--- config.mk ---
export PLATFORM = sky130hd
export DESIGN_NAME = uart_tx_scheduler
export DESIGN_NICKNAME = d
export VERILOG_FILES = /design/src/rtl/uart_tx_scheduler.sv
export SDC_FILE = /design/constraint.sdc
export NUM_CORES = 1
export LEC_CHECK = 0
export BUFFER_PORTS_ARGS = -buffer_cell sky130_fd_sc_hd__buf_2
export CAP_MARGIN = 40
export CORE_AREA = 5 5 117 119
export CTS_CLUSTER_DIAMETER = 200
export DETAILED_ROUTE_END_ITERATION = 10
export DIE_AREA = 0 0 122 124
export PLACE_DENSITY_LB_ADDON = 0.12
export SYNTH_ARGS = -nofsm -noshare
export SYNTH_HDL_FRONTEND = slang
export SYNTH_SLANG_ARGS = --single-unit
export TNS_END_PERCENT = 30
--- constraint.sdc ---
create_clock -name fpga_clock -period 2.5 [get_ports fpga_clock]
set_input_delay 0.5 -clock fpga_clock [delete_from_list [all_inputs] [get_ports fpga_clock]]
set_output_delay 0.5 -clock fpga_clock [all_outputs]
set_load 0.005 [all_outputs]
--- src/rtl/uart_tx_scheduler.sv ---
// uart_tx_scheduler
// Round-robin packet scheduler sharing one uart_tx serialiser among NUM_REQ
// byte-stream requesters. A requester owns the UART for a whole packet, which
// ends on req_last or after MAX_PKT bytes. An inter-packet gap follows every
// packet. A watchdog aborts a packet that stalls in FETCH or WAIT_DONE.
//
// Ports
//   fpga_clock   in   system clock, rising edge
//   reset_n      in   synchronous active-low reset
//   req_valid    in   per-requester byte valid
//   req_byte     in   per-requester byte, requester i on [8*i+7:8*i]
//   req_last     in   last byte of packet, qualified by valid&ready
//   req_ready    out  byte accepted when req_valid[i] & req_ready[i]
//   grant        out  one-hot UART owner, zero when unowned
//   busy         out  high whenever the FSM is not idle
//   tx_dv        out  uart_tx i_Tx_DV, single-cycle pulse
//   tx_byte      out  uart_tx i_Tx_Byte, held from tx_dv until tx_done
//   tx_active    in   uart_tx o_Tx_Active
//   tx_done      in   uart_tx o_Tx_Done
//   pkt_done     out  pulse on normal packet end
//   timeout_err  out  pulse on watchdog abort
module uart_tx_scheduler #(
  parameter int unsigned NUM_REQ    = 2,
  parameter int unsigned MAX_PKT    = 16,
  parameter int unsigned GAP_CYCLES = 5208,
  parameter int unsigned TIMEOUT    = 65535
) (
  input  logic                   fpga_clock,
  input  logic                   reset_n,
  input  logic [NUM_REQ-1:0]     req_valid,
  input  logic [8*NUM_REQ-1:0]   req_byte,
  input  logic [NUM_REQ-1:0]     req_last,
  output logic [NUM_REQ-1:0]     req_ready,
  output logic [NUM_REQ-1:0]     grant,
  output logic                   busy,
  output logic                   tx_dv,
  output logic [7:0]             tx_byte,
  input  logic                   tx_active,
  input  logic                   tx_done,
  output logic                   pkt_done,
  output logic                   timeout_err
);

  localparam int unsigned PtrW   = $clog2(NUM_REQ);
  localparam int unsigned CntMax = (TIMEOUT > GAP_CYCLES) ? TIMEOUT : GAP_CYCLES;
  localparam int unsigned CntW   = (CntMax > 1) ? $clog2(CntMax + 1) : 1;

  typedef enum logic [2:0] {
    StIdle,
    StFetch,
    StSend,
    StWaitDone,
    StCleanup,
    StGap
  } state_e;

  state_e              r_state, w_state_d;
  logic [NUM_REQ-1:0]  r_grant, w_grant_d;
  logic [PtrW-1:0]     r_rr_ptr, w_rr_ptr_d;
  logic [7:0]          r_byte_cnt, w_byte_cnt_d;
  logic                r_last, w_last_d;
  logic [7:0]          r_tx_byte, w_tx_byte_d;
  // Shared by watchdog and gap timer: both only run within one state and the
  // counter clears on every state change.
  logic [CntW-1:0]     r_cnt, w_cnt_d;

  logic                w_found;
  logic [PtrW-1:0]     w_winner;
  logic                w_sel_valid;
  logic [7:0]          w_sel_byte;
  logic                w_sel_last;
  logic [7:0]          w_byte_cnt_inc;
  logic [31:0]         w_cnt_inc;
  logic                w_wd_expire;
  logic                w_gap_done;
  logic                w_cnt_en;

  // Round-robin search: indices above rr_ptr first, then wrap to 0..rr_ptr.
  always_comb begin
    w_found  = 1'b0;
    w_winner = r_rr_ptr;
    for (int i = 0; i < int'(NUM_REQ); i++) begin
      if (!w_found && req_valid[i] && (PtrW'(i) > r_rr_ptr)) begin
        w_found  = 1'b1;
        w_winner = PtrW'(i);
      end
    end
    for (int i = 0; i < int'(NUM_REQ); i++) begin
      if (!w_found && req_valid[i] && (PtrW'(i) <= r_rr_ptr)) begin
        w_found  = 1'b1;
        w_winner = PtrW'(i);
      end
    end
  end

  // Mux of the granted requester; grant is one-hot or zero.
  always_comb begin
    w_sel_valid = 1'b0;
    w_sel_byte  = 8'h00;
    w_sel_last  = 1'b0;
    for (int i = 0; i < int'(NUM_REQ); i++) begin
      if (r_grant[i]) begin
        w_sel_valid = req_valid[i];
        w_sel_byte  = req_byte[8*i +: 8];
        w_sel_last  = req_last[i];
      end
    end
  end

  assign w_byte_cnt_inc = r_byte_cnt + 8'd1;
  assign w_cnt_inc      = 32'(r_cnt) + 32'd1;
  assign w_wd_expire    = (w_cnt_inc == TIMEOUT);
  // Also true for GAP_CYCLES == 0, so the gap collapses to a single cycle.
  assign w_gap_done     = (w_cnt_inc >= GAP_CYCLES);

  always_comb begin
    w_state_d    = r_state;
    w_grant_d    = r_grant;
    w_rr_ptr_d   = r_rr_ptr;
    w_byte_cnt_d = r_byte_cnt;
    w_last_d     = r_last;
    w_tx_byte_d  = r_tx_byte;
    w_cnt_en     = 1'b0;
    tx_dv        = 1'b0;
    pkt_done     = 1'b0;
    timeout_err  = 1'b0;

    unique case (r_state)
      StIdle: begin
        if (w_found) begin
          for (int i = 0; i < int'(NUM_REQ); i++) begin
            w_grant_d[i] = (PtrW'(i) == w_winner);
          end
          w_rr_ptr_d   = w_winner;
          w_byte_cnt_d = 8'h00;
          w_state_d    = StFetch;
        end
      end
      StFetch: begin
        if (w_sel_valid) begin
          w_tx_byte_d  = w_sel_byte;
          w_last_d     = w_sel_last | (w_byte_cnt_inc == 8'(MAX_PKT));
          w_byte_cnt_d = w_byte_cnt_inc;
          w_state_d    = StSend;
        end else if (w_wd_expire) begin
          timeout_err = 1'b1;
          w_grant_d   = '0;
          w_state_d   = StGap;
        end else begin
          w_cnt_en = 1'b1;
        end
      end
      StSend: begin
        tx_dv     = 1'b1;
        w_state_d = StWaitDone;
      end
      StWaitDone: begin
        // tx_done wins over a simultaneous watchdog expiry.
        if (tx_done) begin
          w_state_d = StCleanup;
        end else if (w_wd_expire) begin
          timeout_err = 1'b1;
          w_grant_d   = '0;
          w_state_d   = StGap;
        end else begin
          w_cnt_en = 1'b1;
        end
      end
      StCleanup: begin
        if (r_last) begin
          pkt_done  = 1'b1;
          w_grant_d = '0;
          w_state_d = StGap;
        end else begin
          w_state_d = StFetch;
        end
      end
      StGap: begin
        if (w_gap_done && !tx_active) begin
          w_state_d = StIdle;
        end else if (!w_gap_done) begin
          w_cnt_en = 1'b1;
        end
      end
      default: begin
        w_grant_d = '0;
        w_state_d = StIdle;
      end
    endcase

    if (w_state_d != r_state) begin
      w_cnt_d = '0;
    end else if (w_cnt_en) begin
      w_cnt_d = r_cnt + CntW'(1);
    end else begin
      w_cnt_d = r_cnt;
    end
  end

  always_ff @(posedge fpga_clock) begin
    if (!reset_n) begin
      r_state    <= StIdle;
      r_grant    <= '0;
      r_rr_ptr   <= PtrW'(NUM_REQ - 1);
      r_byte_cnt <= 8'h00;
      r_last     <= 1'b0;
      r_tx_byte  <= 8'h00;
      r_cnt      <= '0;
    end else begin
      r_state    <= w_state_d;
      r_grant    <= w_grant_d;
      r_rr_ptr   <= w_rr_ptr_d;
      r_byte_cnt <= w_byte_cnt_d;
      r_last     <= w_last_d;
      r_tx_byte  <= w_tx_byte_d;
      r_cnt      <= w_cnt_d;
    end
  end

  assign req_ready = (r_state == StFetch) ? r_grant : '0;
  assign grant     = r_grant;
  assign busy      = (r_state != StIdle);
  assign tx_byte   = r_tx_byte;

endmodule

### Word level (Yosys, flattened, before mapping)

Index checks and enable logic that the tools add are counted.

* word-level logic and storage cells: 97
* bits in registers: 39

* reductions and logical operators: 21
* magnitude comparators: 5
* add/sub/neg operators: 3
* equal/unequal tests: 13
* bitwise operators: 4
* muxes and demuxes: 44

Operators with widths (number)
* 8-bit 2-to-1 mux: 4
* 1-bit 2-to-1 mux: 23
* 3-bit 2-to-1 mux: 6
* 3-bit case mux with 6 select lines: 1
* 16-bit by 1-bit adder with 17-bit output, second input constant: 1
* 17-bit by 16-bit == test with 1-bit output, second input constant: 1
* 17-bit by 13-bit greater-or-equal comparator with 1-bit output, second input constant: 1
* 16-bit by 1-bit adder with 16-bit output, second input constant: 1
* 8-bit case mux with 2 select lines: 1
* 2-bit 2-to-1 mux: 6
* 2-bit != test, second input constant: 5
* 2-bit case mux with 5 select lines: 1
* 8-bit by 1-bit adder with 8-bit output, second input constant: 1
* 8-bit by 5-bit == test with 1-bit output, second input constant: 1
* 1-bit logical AND: 8
* 3-bit by 2-bit == test with 1-bit output, second input constant: 2
* 3-bit == test, second input constant: 2
* 5-bit AND reduction: 1
* 1-bit zero test: 4
* 2-bit AND reduction: 2
* 2-bit OR reduction: 2
* 3-bit by 1-bit == test with 1-bit output, second input constant: 1
* 3-bit zero test: 1
* 3-bit != test: 1
* other kinds (9): 13

### Depth between registers and ports, before layout

Gate-level depths: netlist (run 1).

* depth in word-level cells: 19
* depth in mapped cells: 12
* gate-level depth less buffers: 9

### Worst setup path before layout (run 1)

Ideal clock, no wire load.

* path kind: reg2reg
* start: register r_cnt[1]
* end: register r_cnt[3]
* arrival time: 2575 ps
* library setup time: 115 ps
* stages on the path, launching flop included: 11
* buffers on the path: 2
* required time: 2385 ps
* period minus slack after synthesis: 2691 ps
* setup slack: -191 ps
* cell sequence: dfxtp_1 > ha_1 > buf_2 > nand3_1 > or2_1 > clkbuf_1 > or3_4 > a2111oi_4 > o31ai_1 > o31ai_4 > o21ba_2

* longest elaborated chain between the ends: 7

Ends and longest elaborated chain
* start: declaration: line 65 `logic [CntW-1:0] r_cnt, w_cnt_d;`
* start signal: assignment: line 216 `r_cnt <= w_cnt_d;`
* 16-bit by 1-bit adder with 17-bit output: line 111 `assign w_cnt_inc = 32'(r_cnt) + 32'd1;`
* 17-bit by 13-bit greater-or-equal comparator with 1-bit output / 17-bit by 16-bit == test with 1-bit output (equally long branches): line 114, 112
* 1-bit logical AND / 3-bit 2-to-1 mux (equally long branches): line 179, 145, 161
* 3-bit 2-to-1 mux, on equally long branches: line 179, 140, 159
* 3-bit case mux with 6 select lines: line 128 `unique case (r_state)`
* 3-bit != test: line 191 `if (w_state_d != r_state) begin`
* 2-bit OR reduction (no line)

Several ways; a longest one is shown, not always the timed one.
A chain may end at the register's enable or synchronous reset.

### Worst setup path in the final report (run 1)

* start: register r_cnt[6]
* end: output timeout_err

* longest elaborated chain between the ends: 5

Ends and longest elaborated chain
* 16-bit by 1-bit adder with 17-bit output (*): line 111
* 17-bit by 16-bit == test with 1-bit output (*): line 112 `assign w_wd_expire = (w_cnt_inc == TIMEOUT);`
* 1-bit 2-to-1 mux (*): line 145, 161
* 1-bit 2-to-1 mux, on equally long branches: line 159, 140
* 1-bit case mux with 2 select lines (*): line 128
* end: declaration: line 41 `output logic timeout_err`

Every way passes the cells marked *; elsewhere a longest branch is shown, timed or not.

==> impl_metrics.env, run 1 <==
export IMPL_status="complete, but fails checks"
export IMPL_violations="negative setup slack"
export IMPL_min_path_type="flop to flop"
export IMPL_grtUsageTotal_pct=15.5
export IMPL_area_growth_pct=52.2
export IMPL_drtAntennaViolNets=0
export IMPL_pre_cts_ws_ps=-270
export IMPL_numPortBuffers=39
export IMPL_syn_area_per_cell_um2=7.67
export IMPL_nets=548
export IMPL_syn_inst=395
export IMPL_cts_buffer_depth=2
export IMPL_ir_drop_v=0.000260
export IMPL_yosysSeqAreaShare_pct=25.8
export IMPL_rsz0062_at_grt="true"
export IMPL_die_area_um2=15100
export IMPL_antenna_cells=0
export IMPL_layout_commonest_cell="buf_4"
export IMPL_place_inst=682
export IMPL_worst_slack_ps=-251
export IMPL_finalSetupViolCount=18
export IMPL_cp_data_arrival_time_ps=2250
export IMPL_grt_max_degree=25
export IMPL_p_leak_nw=1.74
export IMPL_yosysUniqueCellTypes=71
export IMPL_finalSetupTns_ps=-1320
export IMPL_drive_above_1_share_pct=42.2
export IMPL_hold_violations=0
export IMPL_yosysWarnings=0
export IMPL_coreArea_um2=12500
export IMPL_fin_cells=693
export IMPL_dieWidth_um=122
export IMPL_drt_first_iter_violations=151
export IMPL_worst_clock_skew_ps=2.27
export IMPL_gp_congestion=0.882
export IMPL_clock_sinks=39
export IMPL_grt_pass1_wl_um=18300
export IMPL_grt_pass1_vias=3597
export IMPL_synth_fp_nets=422
export IMPL_power_density_nw_per_um2=349
export IMPL_overflow=0
export IMPL_path_clk_slew_ps=60
export IMPL_insertion_delay_ps=290
export IMPL_root_buffer="clkbuf_16"
export IMPL_hold_buffers=0
export IMPL_vias=3555
export IMPL_mostFrequentLayoutCells="buf_4, buf_2, nor2_1"
export IMPL_antenna_found_initial=0
export IMPL_dpl_hpwl_um=8810
export IMPL_avgRoutedWirePerCell_um=16.5
export IMPL_viasPerCell=5.13
export IMPL_crit_type="flop to output pin"
export IMPL_ys_flop_type="dfxtp_1"
export IMPL_min_period_ps=2750
export IMPL_min_period_over_period_pct=110
export IMPL_cp_data_required_time_ps=2000
export IMPL_drtPass1Iterations=4
export IMPL_drv_slew=0
export IMPL_cap_violations=0
export IMPL_timing_fmax_mhz=363
export IMPL_row_count=41
export IMPL_synth_enable_flop_cells=0
export IMPL_worstSetupStartpointType="flop"
export IMPL_cts_tree="yes"
export IMPL_ios=40
export IMPL_synthArstFlopShare_pct=0
export IMPL_drc=0
export IMPL_wl_um=11500
export IMPL_htree_levels=2
export IMPL_start_util_pct=24.3
export IMPL_numCtsBuffers=5
export IMPL_worst_slew_pin_slew_ps=623
export IMPL_crit_path_max_fanout=5
export IMPL_endpoint_kind="output pin"
export IMPL_synth_area_um2=3030
export IMPL_fin_util_pct=37.0
export IMPL_fp_dieH_um=124
export IMPL_slew_headroom_pct=58.5
export IMPL_synth_seq_cells=39
## sequential cells by signal (all words and copies together) (netlist names)
signal	count
r_last	1
r_rr_ptr	1
r_cnt	16
r_byte_cnt	8
r_state	3
tx_byte	8
grant	2
## routing by layer
layer  global-route usage, %  up-vias  part of all wire (%)
met1                    18.8     1704                    44
met4                    6.79        0                   3.2
met5                       0        -                     0
li1                        -     1752                     -
met3                    2.86       26                   4.4
met2                    27.0       73                    48
## what timing repair did
action	4_1_cts	5_1_grt
pin swaps	13	12
endpoints found under the setup margin	21	21
resized for setup	34	35
buffers inserted	5	1
## cell usage after synthesis (7+ instances only)
master,count,area [µm²]
inv_1,13,48.8
nand2_1,30,113
and3_1,8,50.1
and2_1,9,56.3
o21ai_0,18,90.1
nand4_1,8,50.1
o311ai_0,7,61.3
a21oi_1,25,125
dfxtp_1,39,781
a221oi_1,10,87.6
nor3b_1,12,90.1
nor2_1,38,143
clkbuf_1,15,56.3
nand3_1,17,85.1
nor3_1,17,85.1
## logic make-up (layout without fill, tap and decap cells)
logic type               count (synthesis)  count (layout)  synth area share, %
XOR/XNOR                                 2               2                0.578
adder cells (fa/ha/maj)                  3               3                 1.24
flip-flops                              39              39                 25.8
buffers and inverters                   43             169                 6.56
multiplexers                             5               5                 1.73
AO/OA/AOI/OAI                          126             126                 31.8
AND/OR/NAND/NOR                        177             177                 32.3
## report_power, final
part / internal [mW] / total, mW / switching (mW)
clock: 0.390 / 0.655 / 0.265
sequential: 0.635 / 0.653 / 0.0181
combinational: 0.146 / 0.302 / 0.157
total: 1.17 / 1.61 / 0.439
## worst max-delay path, stage by stage, from the launching register on
cell and delay (ps):
dfxtp_4 380, nand3_2 100, buf_4 160, or2_4 260, or3_4 360, a2111o_1 470, nor2_1 110, buf_2 130
## through the flow
stage               cell area (µm²)  hold WS (ps)  power, mW
floorplan                      3100           424      0.804
global placement               4160           441      0.951
detailed placement             4160           449      0.952
CTS                            4460           461       1.63
global route                   4610           477       1.68
finish                         4610           458       1.61
## layout make-up
class                   instances  area (µm²)
well taps                     172         215
inverters                      13        48.8
multi-input cells             313        2330
flip-flops and latches         39         803
fillers                      1293        7850
repair buffers                149        1070
clock buffers                   6         139
clock inverters                 1        5.00
## worst paths after layout
kind	startpoint	to	slack, ps	depth (start not counted)
worst max-delay path	r_cnt[6]	timeout_err	-250	7
worst min-delay path	r_byte_cnt[7]	r_byte_cnt[7]	460	1
worst max register to register	r_cnt[0]	r_cnt[9]	-140	12
worst min register to register	r_byte_cnt[7]	r_byte_cnt[7]	460	1
Power figures use the tool's default switching activity.
==> run 2, diff against run 1 <==
--- a/config.mk
+++ b/config.mk
@@ -7,10 +7,10 @@
 export LEC_CHECK = 0
 export BUFFER_PORTS_ARGS = -buffer_cell sky130_fd_sc_hd__buf_2
 export CAP_MARGIN = 40
-export CORE_AREA = 5 5 117 119
+export CORE_AREA = 5 5 94 96
 export CTS_CLUSTER_DIAMETER = 200
 export DETAILED_ROUTE_END_ITERATION = 10
-export DIE_AREA = 0 0 122 124
+export DIE_AREA = 0 0 99 101
 export PLACE_DENSITY_LB_ADDON = 0.12
 export SYNTH_ARGS = -nofsm -noshare
 export SYNTH_HDL_FRONTEND = slang
==> run 2 against run 1 <==
  * The flow still finishes with violations (negative setup slack)
  * Final area fell by 2.5%
  * Clock-buffer cell count fell by 1
  * Total power fell by 13%
  * Register-to-register slack barely moved
  * Fmax rose by 1.0%
  * Non-clock buffer count fell by 11
  * Via count rose by 0.73%
  * Combinational power fell by 5%
  * Critical path type unchanged
  * Largest power group is now sequential cells
  * Highest routed layer unchanged
==> impl_metrics.env, run 2 (synthesis gave the netlist of run 1 again) <==
export IMPL_grt_max_degree=25
export IMPL_drtPass1Iterations=5
export IMPL_p_int_uw=966
export IMPL_r2r_end="r_cnt[12]"
export IMPL_viasPerCell=5.81
export IMPL_cts_buffer_depth=2
export IMPL_max_stage_delay_ps=380
export IMPL_layout_commonest_cell="buf_4"
export IMPL_crit_chain="ha_4 -> nand3_4 -> buf_6 -> nor3_4 -> buf_6 -> mux2i_1 -> buf_4 -> a2111o_1 -> nor2_1 -> buf_2"
export IMPL_root_buffer="clkbuf_8"
export IMPL_htree_levels=2
export IMPL_grt_pass1_wl_um=16500
export IMPL_power_density_nw_per_um2=312
export IMPL_worstSetupEndpoint="timeout_err"
export IMPL_dpl_hpwl_um=7760
export IMPL_mostFrequentLayoutCells="buf_4, buf_2, nor2_1"
export IMPL_rsz0062_at_grt="true"
export IMPL_cpMaxStageDelayCell="a2111o_1"
export IMPL_largest_reg_flops=16
export IMPL_reg2reg_from="r_cnt[1]"
export IMPL_p_sw_uw=437
export IMPL_grtUsageTotal_pct=20.3
export IMPL_nets=537
export IMPL_grt_use_met1_pct=28.1
export IMPL_startpoint="r_cnt[1]"
export IMPL_violations="negative setup slack"
export IMPL_slew_headroom_pct=57.1
export IMPL_ios=40
export IMPL_dpl_cell_area_um2=3930
export IMPL_worst_slew_pin_slew_ps=641
export IMPL_ir_drop_v=0.000178
export IMPL_stdcell_area_um2=4500
export IMPL_coreArea_um2=7970
export IMPL_power_total_mw=1.40
export IMPL_start_util_pct=38.0
export IMPL_hold_violations=0
export IMPL_insertion_delay_ps=300
export IMPL_gp_congestion=0.985
export IMPL_drc=0
export IMPL_gr_max_usage_layer="met2"
export IMPL_crit_path_max_fanout=6
export IMPL_vias=3581
export IMPL_path_clk_slew_ps=90
export IMPL_cp_data_required_time_ps=2000
export IMPL_status="complete, but fails checks"
export IMPL_nFillCells=733
export IMPL_cap_violations=0
export IMPL_drive_above_1_share_pct=41.9
export IMPL_finalSetupViolCount=10
export IMPL_combPwrFrac_pct=20.4
export IMPL_drt_first_iter_violations=174
export IMPL_p_leak_nw=1.71
export IMPL_min_period_over_period_pct=109
export IMPL_worstSetupStartpointType="flop"
export IMPL_met2_usage_pct=31.9
export IMPL_switching_share_pct=31.1
export IMPL_timing_fmax_mhz=367
export IMPL_worst_slack_ps=-223
export IMPL_dieWidth_um=99
export IMPL_worst_clock_skew_ps=13.4
export IMPL_die_area_um2=10000
export IMPL_grt_use_met3_pct=3.18
export IMPL_r2r_cells=13
export IMPL_min_path_type="flop to flop"
export IMPL_cts_tree="yes"
export IMPL_antenna_cells=0
export IMPL_fp_dieH_um=101
export IMPL_numPortBuffers=39
export IMPL_rrSetupSlack_ps=-130
export IMPL_row_count=33
export IMPL_numCtsBuffers=5
export IMPL_seq_power_share_pct=46.6
export IMPL_pwr_share_clk_pct=33.0
export IMPL_crit_type="flop to output pin"
export IMPL_drv_slew=0
export IMPL_antenna_found_initial=0
export IMPL_wl_um=10700
export IMPL_area_growth_pct=48.4
export IMPL_grt_pass1_vias=3311
export IMPL_drtAntennaViolNets=0
export IMPL_largest_register="r_cnt"
export IMPL_min_period_ps=2720
export IMPL_finalSetupTns_ps=-697
export IMPL_overflow=0
export IMPL_cp_common_cell="buf_6"
export IMPL_cp_data_arrival_time_ps=2220
export IMPL_avgRoutedWirePerCell_um=17.4
export IMPL_clock_sinks=39
export IMPL_endpoint_kind="output pin"
-- run 2: changes by cell type in the layout (fill, tap and decap cells not counted), sizes merged --
cell	before	now
clkinv	1	0
clkbuf	6	5
buf	149	138
clkinvlp	0	2
inv	13	14
-- run 2: what timing repair did --
| action | 4_1_cts | 5_1_grt |
|---|---|---|
| hold buffers | 0 | 0 |
| gates resized for setup | 23 | 68 |
| pin swaps | 9 | 29 |
| setup buffers | 5 | 8 |
| endpoints found under the setup margin | 20 | 20 |
-- run 2: per-layer routing --
| metal | up-vias | part of all wire [%] |
|---|---|---|
| met5 | - | 0 |
| met4 | 0 | 3.7 |
| met3 | 34 | 6.1 |
| met2 | 143 | 45 |
| met1 | 1667 | 45 |
| li1 | 1737 | - |
-- run 2: worst max-delay path: cells and delay by family (launching register included) --
kind	cells	cell delay, ps
buf+inv	4	540
simple gates	3	380
compound gates	1	380
flops	1	370
fa+ha+maj	1	190
mux	1	70
-- run 2: worst min path at each step --
stage	from	endpoint	slack, ps	cells after the start
floorplan	r_byte_cnt[7]	r_byte_cnt[7]	420	1
global placement	r_byte_cnt[7]	r_byte_cnt[7]	440	1
detailed placement	r_byte_cnt[7]	r_byte_cnt[7]	450	1
CTS	r_byte_cnt[7]	r_byte_cnt[7]	460	1
global route	r_byte_cnt[7]	r_byte_cnt[7]	500	1
finish	r_byte_cnt[7]	r_byte_cnt[7]	460	1
-- run 2: power by group through the flow --
stage | clock network, mW | logic [mW] | registers (mW)
finish | 0.463 | 0.286 | 0.654
global route | 0.513 | 0.311 | 0.657
detailed placement | 0 | 0.263 | 0.668
CTS | 0.482 | 0.267 | 0.655
global placement | 0 | 0.263 | 0.668
floorplan | 0 | 0.142 | 0.662
-- run 2: layout make-up --
class,instances,area (µm²),area share [%]
clock buffer,5,68.8,1.53
clock inverter,3,23.8,0.529
inverter,13,48.8,1.08
multi-input combinational,313,2400,53.4
sequential,39,802,17.8
tap,105,131,2.92
timing repair buffer,138,1020,22.8
-- run 2: metrics by stage --
stage | utilization, % | hold WS [ps] | std cells | worst slack [ps]
global placement | 49.3 | 440 | 595 | -228
CTS | 51.9 | 462 | 608 | -218
floorplan | - | 424 | 395 | -61.1
global route | 56.4 | 501 | 616 | -355
finish | 56.4 | 462 | 616 | -223
detailed placement | 49.3 | 449 | 595 | -233
